$ cat src/rtl/sipo_pkg.sv
// sipo_pkg
//   Shared definitions for the serial-to-parallel stream block and its
//   holding register: bit-order enum, counter-width helper and the
//   parity reduction used when the parity option is built in.
package sipo_pkg;

  // Widest word the parity helper reduces; narrower words are zero-extended,
  // which leaves the XOR reduction unchanged.
  localparam int PAR_MAX_W = 1024;

  typedef enum logic {
    LSB_FIRST   = 1'b0,
    MSB_FIRST_E = 1'b1
  } bit_order_e;

  // Bit counter must hold 0..w so the parity build can count the extra bit.
  function automatic int cnt_width(input int w);
    return $clog2(w + 1);
  endfunction

  function automatic logic even_parity(input logic [PAR_MAX_W-1:0] v);
    return ^v;
  endfunction

endpackage

$ cat src/rtl/sipo_hold_reg.sv
// sipo_hold_reg
//   One-entry valid/ready output register. A load sets valid and captures
//   data; a consumer handshake clears valid. Load and accept on the same
//   edge keep valid high with the new data (no bubble).
//   The producer must not load while valid_o && !ready_i.
// Ports:
//   clk, reset  clock, asynchronous active-high reset
//   load_i      capture data_i this edge
//   data_i      word to capture
//   ready_i     consumer accepts data_o
//   valid_o     data_o holds a word
//   data_o      held word (stable while valid_o && !ready_i)
module sipo_hold_reg #(
  parameter int W = 9
) (
  input  logic         clk,
  input  logic         reset,
  input  logic         load_i,
  input  logic [W-1:0] data_i,
  input  logic         ready_i,
  output logic         valid_o,
  output logic [W-1:0] data_o
);

  logic         valid_q, valid_d;
  logic [W-1:0] data_q, data_d;

  always_comb begin
    valid_d = valid_q;
    data_d  = data_q;
    if (load_i) begin
      valid_d = 1'b1;
      data_d  = data_i;
    end else if (valid_q && ready_i) begin
      valid_d = 1'b0;
    end
  end

  always_ff @(posedge clk or posedge reset) begin
    if (reset) begin
      valid_q <= 1'b0;
      data_q  <= '0;
    end else begin
      valid_q <= valid_d;
      data_q  <= data_d;
    end
  end

  assign valid_o = valid_q;
  assign data_o  = data_q;

endmodule

$ cat src/rtl/serial_to_parallel_stream.sv
// serial_to_parallel_stream
//   Bit-serial to word-parallel converter with valid/ready on both sides.
//   A new word may assemble in the shift register while the previous one
//   waits in the holding register; only the completing bit stalls.
//   Build option: define SIPO_PARITY_EN to consume one even-parity bit
//   after each word and report parity_err with the held word.
// Ports:
//   clk, reset                 clock, asynchronous active-high reset
//   serial_in/valid/ready      serial input handshake
//   flush                      discard the partially assembled word
//   par_data/valid/ready       parallel output handshake
//   bit_count                  bits currently assembled
//   parity_err                 parity mismatch of held word (0 without option)
module serial_to_parallel_stream
  import sipo_pkg::*;
#(
  parameter int DATA_WIDTH = 8,
  parameter bit MSB_FIRST  = 1'b0
) (
  input  logic                             clk,
  input  logic                             reset,
  input  logic                             serial_in,
  input  logic                             serial_valid,
  output logic                             serial_ready,
  input  logic                             flush,
  output logic [DATA_WIDTH-1:0]            par_data,
  output logic                             par_valid,
  input  logic                             par_ready,
  output logic [cnt_width(DATA_WIDTH)-1:0] bit_count,
  output logic                             parity_err
);

  localparam int         CW    = cnt_width(DATA_WIDTH);
  localparam bit_order_e ORDER = bit_order_e'(MSB_FIRST);
`ifdef SIPO_PARITY_EN
  localparam int LAST = DATA_WIDTH;
`else
  localparam int LAST = DATA_WIDTH - 1;
`endif
  localparam logic [CW-1:0] LAST_CNT = CW'(LAST);

  logic [DATA_WIDTH-1:0] shift_q, shift_d, shifted;
  logic [CW-1:0]         cnt_q, cnt_d;
  logic                  accept, complete;
  logic [DATA_WIDTH:0]   load_word, hold_data;

  // Empty / filling / held / filling+held are implied by cnt_q and par_valid.
  assign serial_ready = !(cnt_q == LAST_CNT && par_valid && !par_ready);
  assign accept       = serial_valid && serial_ready;
  assign complete     = accept && !flush && (cnt_q == LAST_CNT);

  always_comb begin
    if (ORDER == MSB_FIRST_E) shifted = {shift_q[DATA_WIDTH-2:0], serial_in};
    else                      shifted = {serial_in, shift_q[DATA_WIDTH-1:1]};
  end

  always_comb begin
    shift_d = shift_q;
    cnt_d   = cnt_q;
    if (flush) begin
      shift_d = '0;
      cnt_d   = '0;
    end else if (accept) begin
      cnt_d = complete ? '0 : cnt_q + 1'b1;
`ifdef SIPO_PARITY_EN
      // The parity bit is checked, never shifted into the data word.
      if (cnt_q != LAST_CNT) shift_d = shifted;
`else
      shift_d = shifted;
`endif
    end
  end

`ifdef SIPO_PARITY_EN
  assign load_word = {even_parity(PAR_MAX_W'(shift_q)) ^ serial_in, shift_q};
`else
  assign load_word = {1'b0, shifted};
`endif

  always_ff @(posedge clk or posedge reset) begin
    if (reset) begin
      shift_q <= '0;
      cnt_q   <= '0;
    end else begin
      shift_q <= shift_d;
      cnt_q   <= cnt_d;
    end
  end

  sipo_hold_reg #(.W(DATA_WIDTH + 1)) u_hold (
    .clk     (clk),
    .reset   (reset),
    .load_i  (complete),
    .data_i  (load_word),
    .ready_i (par_ready),
    .valid_o (par_valid),
    .data_o  (hold_data)
  );

  assign par_data   = hold_data[DATA_WIDTH-1:0];
  assign parity_err = hold_data[DATA_WIDTH];
  assign bit_count  = cnt_q;

endmodule

$ cat config.mk
export PLATFORM = sky130hd
export DESIGN_NAME = serial_to_parallel_stream
export DESIGN_NICKNAME = d
export VERILOG_FILES = /design/src/rtl/sipo_pkg.sv /design/src/rtl/sipo_hold_reg.sv /design/src/rtl/serial_to_parallel_stream.sv
export SDC_FILE = /design/constraint.sdc
export NUM_CORES = 1
export LEC_CHECK = 0
export ABC_AREA = 0
export ABC_CLOCK_PERIOD_IN_PS = 1500
export CAP_MARGIN = 15
export CORE_UTILIZATION = 30
export CTS_CLUSTER_DIAMETER = 100
export DETAILED_ROUTE_END_ITERATION = 6
export HOLD_SLACK_MARGIN = 0.1
export MAX_ROUTING_LAYER = met4
export PLACE_DENSITY_LB_ADDON = 0.1
export SLEW_MARGIN = 15
export SYNTH_ARGS = -nofsm -noshare
export SYNTH_HDL_FRONTEND = slang
export SYNTH_SLANG_ARGS = --single-unit
$ cat constraint.sdc
create_clock -name clk -period 1.5 [get_ports clk]
set_input_delay 0.3 -clock clk [delete_from_list [all_inputs] [get_ports clk]]
set_output_delay 0.3 -clock clk [all_outputs]
set_load 0.01 [all_outputs]
==> results_dict.tcl <==
set metrics [dict create \
    synth_ff_type "dfrtp_1" \
    power_w 0.001028 \
    h-tree-depth 1 \
    path_clk_slew_ns 0.11 \
    core_area_sq_mm 0.003416 \
    seq_area_frac_synth_pct 45.66 \
    min_period_over_period_pct 109.1 \
    grt_pass1_vias 940 \
    cts_root_buf "clkbuf_4" \
    fp-row-count 21 \
    final_core_util_pct 43.99 \
    reg2reg_to "u_hold.data_o[2]" \
    wirelength_microns 2500 \
    cp.required_ns 1.69 \
    timing.rr.start "bit_count[0]" \
    synth_top_area_share_pct 45.66 \
    synth.largest_area_cell "dfrtp_1" \
    leakagePower_nw 0.6955 \
    setup_ws_ns -0.1362 \
    setup_viol 10 \
    syn-num-nets 109 \
    viasPerCell 5.022 \
    routed-via-count 909 \
    synth_edf_count 0 \
    fmax_mhz 611.2 \
    synth_warnings 0 \
    vdd_drop_max_mv 0.3743 \
    drtIter0Drc 32 \
    ios 21 \
    hold_viol 0 \
    period_needed_ns 1.636 \
    cts_max_path_buffers 2 \
    violations "negative setup slack" \
    place_ws_ns -0.2485 \
    grt_pass1_wl_microns 4367 \
    dieArea_sq_mm 0.003899 \
    hold_ws_ns 0.3201 \
    clock_latency_ns 0.30 \
    area_growth_pct 37.10 \
    synth_area_sq_mm 0.001096 \
    rsz0062_at_grt "yes" \
    die_w_microns 62.45 \
    arrival_ns 1.83 \
    worstPathMaxFanout 8 \
    cts_buffers 3 \
    hold_buffers 0 \
    grt_start_max_net_pins 21 \
    drtAntennaViolNets 0 \
    worstSetupPathType "reg -> reg" \
    routabilityCongestion 0.7530 \
    critPathCaptureType "flop" \
    outcome "finished, violations left" \
    drc_errors 0 \
    fin_nets 143 \
    reg2reg_slack_ns -0.14 \
    cts_tree "yes" \
    synthArstFlopShare_pct 100.0 \
    initial_core_util_pct 32.09 \
    synth.distinct_cells 36 \
    start_kind "flop" \
    syn_inst 102 \
    antenna_found_initial 0 \
    dr.pass1.iters 4 \
    overflow 0 \
    synth.area.top_cells "dfrtp_1 (46%), mux2_4 (11%), nor3b_1 (4.1%)" \
    cts_sinks 20 \
    post-dp-hpwl_microns 1721 \
    drv_slew 0 \
    finClkSkew_ns 0.001745 \
    p_per_area_mw_per_mm2 683.8 \
    antennaDiodeCount 0 \
    die_h_microns 62.45 \
    layout-drive-gt1-share_pct 30.37 \
    routedWlPerCell_microns 13.81 \
    hp-class "in -> async" \
    avgSynthCellArea_sq_um 10.75 \
    cap_violations 0 \
    ys_seq_elements 20 \
    rr_worst_depth 5 \
    portBuffers 19 \
    track_usage_pct 14.74 \
]
-- cells in the mapped netlist, drive strengths merged (3+ instances only) --
| master | count |
|---|---|
| nand2 | 7 |
| nor2b | 5 |
| a31oi | 3 |
| buf | 6 |
| dfrtp | 20 |
| nor3b | 6 |
| nand3 | 5 |
| nand4 | 4 |
| o211ai | 6 |
| mux2 | 8 |
| clkbuf | 5 |
-- worst max path at each step --
| stage | startpoint | end | slack (ns) | cells after the start |
|---|---|---|---|---|
| finish | bit_count[0] | u_hold.data_o[2] | -0.14 | 5 |
| CTS | bit_count[0] | serial_ready | -0.14 | 4 |
| global route | bit_count[0] | serial_ready | -0.19 | 4 |
| global placement | par_ready | serial_ready | -0.25 | 4 |
| detailed placement | par_ready | serial_ready | -0.25 | 4 |
| floorplan | bit_count[1] | u_hold.data_o[0] | -0.18 | 6 |
-- cell usage in the layout (no fill, tap or decap), types with 2 or more instances in the layout --
cell type         n
a21oi_1           2
nand2b_1          2
nor2b_1           5
mux2_4            8
buf_4            19
clkbuf_4          3
nand2_1           6
nand4_1           4
dfrtp_1          19
nor3b_1           6
dlygate4sd2_1    12
clkdlybuf4s50_1   5
buf_6             2
a31oi_1           3
nand3_1           5
a41oi_1           2
o211ai_1          6
nor3_1            2
inv_1             2
-- worst max-delay path: stages, from the launching register on --
cell	delay [ns]
dfrtp_2	0.41
ha_4	0.14
and3b_2	0.23
buf_6	0.11
and4_4	0.32
mux2_4	0.32
-- cell type report --
type,count,area [sq um]
tap,46,57.56
timing repair buffer,40,350.3
clock buffer,4,36.28
fill,357,1913
inverter,2,7.507
sequential,20,501.7
multi-input combinational,69,549.3
-- sequential cells by signal (all words and copies together), names as in the netlist --
signal          cells
shift_q             7
bit_count           4
u_hold.valid_o      1
u_hold.data_o       8
-- repair_timing --
item                       in CTS  in global routing
gates resized for setup        22                  2
setup buffers                   0                  1
pin swaps                       2                  2
setup endpoints to repair      23                 12
-- cell families after synthesis --
logic type,after synthesis,synth area share [%]
flip-flops,20,45.66
buffers and inverters,13,6.279
adder cells (fa/ha/maj),1,1.141
AND/OR/NAND/NOR,37,20.32
AO/OA/AOI/OAI,22,15.30
multiplexers,8,10.96
other,1,0.3421
-- where the power goes --
part | leakage [nW] | internal (W) | switching (W)
clock network | 0.0210 | 0.000148 | 0.000166
logic | 0.401 | 0.0000747 | 0.0000655
registers | 0.273 | 0.000557 | 0.0000168
total | 0.695 | 0.000780 | 0.000248
-- metrics by stage --
step	cells	TNS (ns)	area [sq um]
after global placement	176	-2.390	1449
after global routing	181	-1.532	1503
after CTS	180	-1.261	1488
after floorplan	102	-1.432	1104
final	181	-1.171	1503
after detailed placement	176	-2.554	1449
-- metal layers --
metal  vias to the layer above  share of wire [%]  global-route usage [%]
met5                         -                  0                       -
met4                         0               0.84                   3.488
met3                         2                2.8                   3.832
met2                        16                 49                   25.00
met1                       445                 47                   17.38
li1                        446                  -                       -
(Power assumes the default switching activity.)
